## src/rtl/game_ctrl.sv

```systemverilog
// Round sequencer for the two-player factorization game: title, ready handshake,
// countdown, timed answer phase, round scoring and final winner report.
module game_ctrl #(
  parameter int unsigned CLK_DIV   = 100_000_000,
  parameter int unsigned COUNT_SEC = 3,
  parameter int unsigned PLAY_SEC  = 30,
  parameter int unsigned ROUNDS    = 3
) (
  input  logic       CLK,
  input  logic       RST,
  input  logic       START,
  input  logic       OK,
  input  logic       OK_2,
  input  logic       ANS_1P,
  input  logic       ANS_2P,
  output logic [3:0] STATE,
  output logic [5:0] SEC,
  output logic [1:0] ROUND,
  output logic [1:0] SCORE_1P,
  output logic [1:0] SCORE_2P,
  output logic [1:0] WINNER
);

  localparam int unsigned PW = $clog2(CLK_DIV);

  localparam logic [3:0] S_TITLE     = 4'b0001;
  localparam logic [3:0] S_READY     = 4'b0010;
  localparam logic [3:0] S_COUNTDOWN = 4'b0100;
  localparam logic [3:0] S_PLAY      = 4'b1000;
  localparam logic [3:0] S_ROUND_END = 4'b0011;
  localparam logic [3:0] S_RESULT    = 4'b0101;

  localparam logic [1:0] W_NONE = 2'b00;
  localparam logic [1:0] W_1P   = 2'b01;
  localparam logic [1:0] W_2P   = 2'b10;
  localparam logic [1:0] W_DRAW = 2'b11;

  logic [3:0]    state_n;
  logic [5:0]    sec_n;
  logic [1:0]    round_n;
  logic [1:0]    score_1p_n;
  logic [1:0]    score_2p_n;
  logic [1:0]    winner_n;
  logic [PW-1:0] presc;
  logic [PW-1:0] presc_n;
  logic [PW-1:0] presc_inc;
  logic          start_q;
  logic          start_edge;
  logic          tick;

  assign start_edge = START & ~start_q;
  assign tick       = (presc == PW'(CLK_DIV - 1));
  assign presc_inc  = tick ? '0 : presc + PW'(1);

  function automatic logic [1:0] sat_inc(input logic [1:0] v);
    return (v == 2'd3) ? v : v + 2'd1;
  endfunction

  function automatic logic [1:0] judge(input logic [1:0] a, input logic [1:0] b);
    if (a > b)      return W_1P;
    else if (b > a) return W_2P;
    else            return W_DRAW;
  endfunction

  // State and all registered outputs
  always_ff @(posedge CLK) begin
    if (RST) begin
      STATE    <= S_TITLE;
      SEC      <= '0;
      ROUND    <= '0;
      SCORE_1P <= '0;
      SCORE_2P <= '0;
      WINNER   <= W_NONE;
      presc    <= '0;
      start_q  <= 1'b1;
    end else begin
      STATE    <= state_n;
      SEC      <= sec_n;
      ROUND    <= round_n;
      SCORE_1P <= score_1p_n;
      SCORE_2P <= score_2p_n;
      WINNER   <= winner_n;
      presc    <= presc_n;
      start_q  <= START;
    end
  end

  // Next-state and next-output logic; prescaler only runs in timed states
  always_comb begin
    state_n    = STATE;
    sec_n      = SEC;
    round_n    = ROUND;
    score_1p_n = SCORE_1P;
    score_2p_n = SCORE_2P;
    winner_n   = WINNER;
    presc_n    = '0;

    case (STATE)
      S_TITLE: begin
        if (start_edge) begin
          state_n    = S_READY;
          round_n    = 2'd1;
          score_1p_n = '0;
          score_2p_n = '0;
          winner_n   = W_NONE;
          sec_n      = '0;
        end
      end

      S_READY: begin
        if (OK && OK_2) begin
          state_n = S_COUNTDOWN;
          sec_n   = 6'(COUNT_SEC);
        end
      end

      S_COUNTDOWN: begin
        presc_n = presc_inc;
        if (tick) begin
          if (SEC > 6'd1) begin
            sec_n = SEC - 6'd1;
          end else begin
            state_n = S_PLAY;
            sec_n   = 6'(PLAY_SEC);
            presc_n = '0;
          end
        end
      end

      S_PLAY: begin
        presc_n = presc_inc;
        // An answer outranks a coincident timeout tick
        if (ANS_1P || ANS_2P) begin
          state_n = S_ROUND_END;
          sec_n   = '0;
          presc_n = '0;
          if (ANS_1P && !ANS_2P) score_1p_n = sat_inc(SCORE_1P);
          if (ANS_2P && !ANS_1P) score_2p_n = sat_inc(SCORE_2P);
        end else if (tick) begin
          if (SEC > 6'd1) begin
            sec_n = SEC - 6'd1;
          end else begin
            state_n = S_ROUND_END;
            sec_n   = '0;
            presc_n = '0;
          end
        end
      end

      S_ROUND_END: begin
        presc_n = presc_inc;
        sec_n   = '0;
        if (tick) begin
          presc_n = '0;
          if (ROUND < 2'(ROUNDS)) begin
            state_n = S_READY;
            round_n = ROUND + 2'd1;
          end else begin
            state_n  = S_RESULT;
            winner_n = judge(SCORE_1P, SCORE_2P);
          end
        end
      end

      S_RESULT: begin
        if (start_edge) begin
          state_n    = S_TITLE;
          round_n    = '0;
          score_1p_n = '0;
          score_2p_n = '0;
          winner_n   = W_NONE;
        end
      end

      default: begin
        state_n    = S_TITLE;
        sec_n      = '0;
        round_n    = '0;
        score_1p_n = '0;
        score_2p_n = '0;
        winner_n   = W_NONE;
      end
    endcase
  end

endmodule

```

## config.mk

```make
export PLATFORM = sky130hd
export DESIGN_NAME = game_ctrl
export DESIGN_NICKNAME = d
export VERILOG_FILES = /design/src/rtl/game_ctrl.sv
export SDC_FILE = /design/constraint.sdc
export NUM_CORES = 1
export LEC_CHECK = 0
export CAP_MARGIN = 20
export CELL_PAD_IN_SITES_DETAIL_PLACEMENT = 0
export CELL_PAD_IN_SITES_GLOBAL_PLACEMENT = 1
export CORE_AREA = 2 2 82 84
export DETAILED_ROUTE_END_ITERATION = 16
export DIE_AREA = 0 0 84 86
export DONT_BUFFER_PORTS = 1
export GPL_TIMING_DRIVEN = 1
export PLACE_DENSITY_LB_ADDON = 0.1
export SYNTH_ARGS = -nofsm -noshare
export SYNTH_HDL_FRONTEND = slang
export SYNTH_SLANG_ARGS = --single-unit
```

## constraint.sdc

```tcl
create_clock -name CLK -period 2.3 [get_ports CLK]
set_input_delay 0.46 -clock CLK [delete_from_list [all_inputs] [get_ports CLK]]
set_output_delay 0.46 -clock CLK [all_outputs]
set_load 0.005 [all_outputs]
```

==> results.cfg <==
[status]
outcome = finished clean

[floorplanning]
die_h_um = 86
fp-row-count = 29
coreArea_mm2 = 0.00628
num_io_pins = 25
start_util_pct = 39.0
dieArea_mm2 = 0.00722
die_w_um = 84

[setup_path]
worstSetupEndpoint = presc[5]
crit_slowest_cell = or4b_4
reg2reg_slack_ns = 0.18
critical_path.startpoint = STATE[3]
r2r-end = presc[5]
critPathMostFrequentCell = nor2_1
path_depth = 6
cpLargestDelayFamily = simple AND/OR/NAND/NOR gates
cp_max_fo = 27
critPathRequiredTime_ns = 2.53
r2r-start = STATE[3]
critPathArrivalTime_ns = 2.36
worstSetupPathType = reg -> reg
r2r_cells = 6
start_kind = flop
cp_cell_sequence = or4b_4 -> a21boi_4 -> nor2_1 -> or3_1 -> buf_12 -> nor2_1
cpPeakStageDelay_ns = 0.53
worst-path-buf-inv = 1
critPathCaptureType = flop

[pwr]
power_density_mw_per_mm2 = 804
peakVddDrop_v = 0.000470
leakage_nw = 0.919
power_w = 0.00216

[placed_design]
port_buffers = 0
dpl.hpwl_um = 3650
placed_area_mm2 = 0.00259
place.gp.congestion = 0.785
place_inst = 367
place_ws_ns = 0.197

[finish]
finalNetCount = 312
final_cell_mix = dfxtp_1 (46), nor2_1 (36), a21oi_1 (17), xor2_1 (17)
drive_above_1_share_pct = 12.4
areaGrowthSynthToFinish_pct = 9.49
n_antenna_cell = 0
fin_area_mm2 = 0.00268
instances_no_fill = 375
final_common_cell = dfxtp_1

[timing]
worstMarginPinSlew_ns = 0.412
finClkSkew_ns = 0.00481
hold_violations = 0
max_freq_mhz = 471
final-max-slew-violation-count = 0
relSlewSlack_pct = 72.5
setup_viol = 0
worst_slack_ns = 0.177
setup_tns_ns = 0
rsz0062_at_grt = false
period_needed_ns = 2.12
post-route-period-util_pct = 92.3

[cts]
cts_setup_buffers = 0
clk_latency_ns = 0.29
clk_pin_slew_ns = 0.09
clockBufferDepth = 2
cts-buffers-inserted = 5
cts_tree = yes
cts.sinks = 46
holdBufCountCts = 0
cts_root_buf = clkbuf_8
ctsHtreeMaxLevel = 2

[yosys]
seq_area_frac_synth_pct = 37.6
async_reset_ff_share_pct = 0
syn_nets = 302
synth_area_mm2 = 0.00245
synth_seq_cells = 46
avgSynthCellArea_um2 = 8.54
ys_types = 49
syn_inst = 287
yosys_most_used_dff = dfxtp_1
synth_edf_count = 0
yosysWarnings = 0

[route]
ant_nets = 0
vias = 1948
viasPerCell = 5.19
highest_layer = met4
drt_iter0_drc = 93
met2_length_um = 2450
wl_per_cell_um = 13.6
wirelength_um = 5090
dr.pass1.iters = 4
wl_met1_um = 2400
wl_met3_um = 211
drc = 0

[global_routing]
grt_start_max_net_pins = 28
overflow = 0
grt_pass1_wl_um = 9000
grt_pass1_vias = 1912
antenna_found_initial = 0
grt_util_all_layers_pct = 15.2

[hold_path]
hold_path.class = in -> reg
min_from = RST

[run]
drv_cap = 0
[cell type report]
type | instances | area (um2)
Clock inverter | 1 | 5.00
Inverter | 15 | 56.3
Multi-Input combinational cell | 217 | 1420
Sequential cell | 46 | 921
Fill cell | 648 | 3590
Tap cell | 77 | 96.3
Timing Repair Buffer | 12 | 103
Clock buffer | 7 | 86.3
[Yosys cell counts, drive strengths merged (2+ instances only)]
cell type	count	area, um2
and3	4	25.0
nand3	16	80.1
nor2	46	238
nor3b	4	30.0
buf	5	47.5
nor3	9	45.0
or4b	2	23.8
xor2	17	149
xnor2	8	70.1
nor2b	2	12.5
nand2b	9	56.3
or3	5	31.3
o21a	2	15.0
ha	8	100
o21ai	10	53.8
o2bb2ai	2	17.5
clkbuf	4	15.0
inv	15	56.3
mux2i	3	30.0
dfxtp	46	921
nor4	3	18.8
and2	4	25.0
and4	3	26.3
nand4	5	31.3
a21o	3	22.5
nand2	16	60.1
a211oi	6	45.0
a21oi	17	85.1
[cells by family after synthesis]
group / count (synthesis) / synth area share [%]
compound gates: 48 / 13.0
xor+xnor: 25 / 8.93
fa+ha+maj: 8 / 4.08
buf+inv: 24 / 4.85
flops: 46 / 37.6
mux: 3 / 1.23
simple gates: 133 / 30.3
[layer usage]
layer  vias up  global-route usage (%)
met5         -                       0
met1       903                    18.7
li1       1016                       -
met3         2                    4.14
met2        27                    26.1
met4         0                    4.55
[through the flow]
step                util, %  hold WS, ns
finish                 42.8        0.221
global route           42.8        0.203
CTS                    42.7        0.210
detailed placement     41.2        0.465
global placement       41.2        0.459
floorplan                 -        0.435
[worst min path at each step]
stage	end	slack, ns	cells after the start
floorplan	presc[0]	0.44	1
global placement	presc[0]	0.46	1
detailed placement	presc[0]	0.47	1
CTS	SEC[1]	0.21	1
global route	SEC[1]	0.20	1
finish	SEC[5]	0.22	1
[registers in the layout (all words and copies together), names as in the netlist]
name      flops
SEC           6
presc        27
WINNER        2
SCORE_1P      2
SCORE_2P      2
ROUND         2
STATE         4
start_q       1
[worst register-to-register path, cell delays in order, from the launching register on]
cell	delay [ns]
dfxtp_1	0.49
or4b_4	0.53
a21boi_4	0.27
nor2_1	0.08
or3_1	0.36
buf_12	0.20
nor2_1	0.13
[report_power, final]
group / leakage, nW / internal [W] / switching [W] / total [W]
clock: 0.0482 / 0.000243 / 0.000269 / 0.000512
sequential: 0.372 / 0.000851 / 0.0000596 / 0.000910
combinational: 0.499 / 0.000308 / 0.000427 / 0.000735
total: 0.919 / 0.00140 / 0.000755 / 0.00216
[timing repair]
item / 4_1_cts / 5_1_grt
endpoints found under the setup margin: 0 / 2
hold endpoints to repair: 0 / 0
resized for setup: 0 / 1
Power figures use the tool's default switching activity.
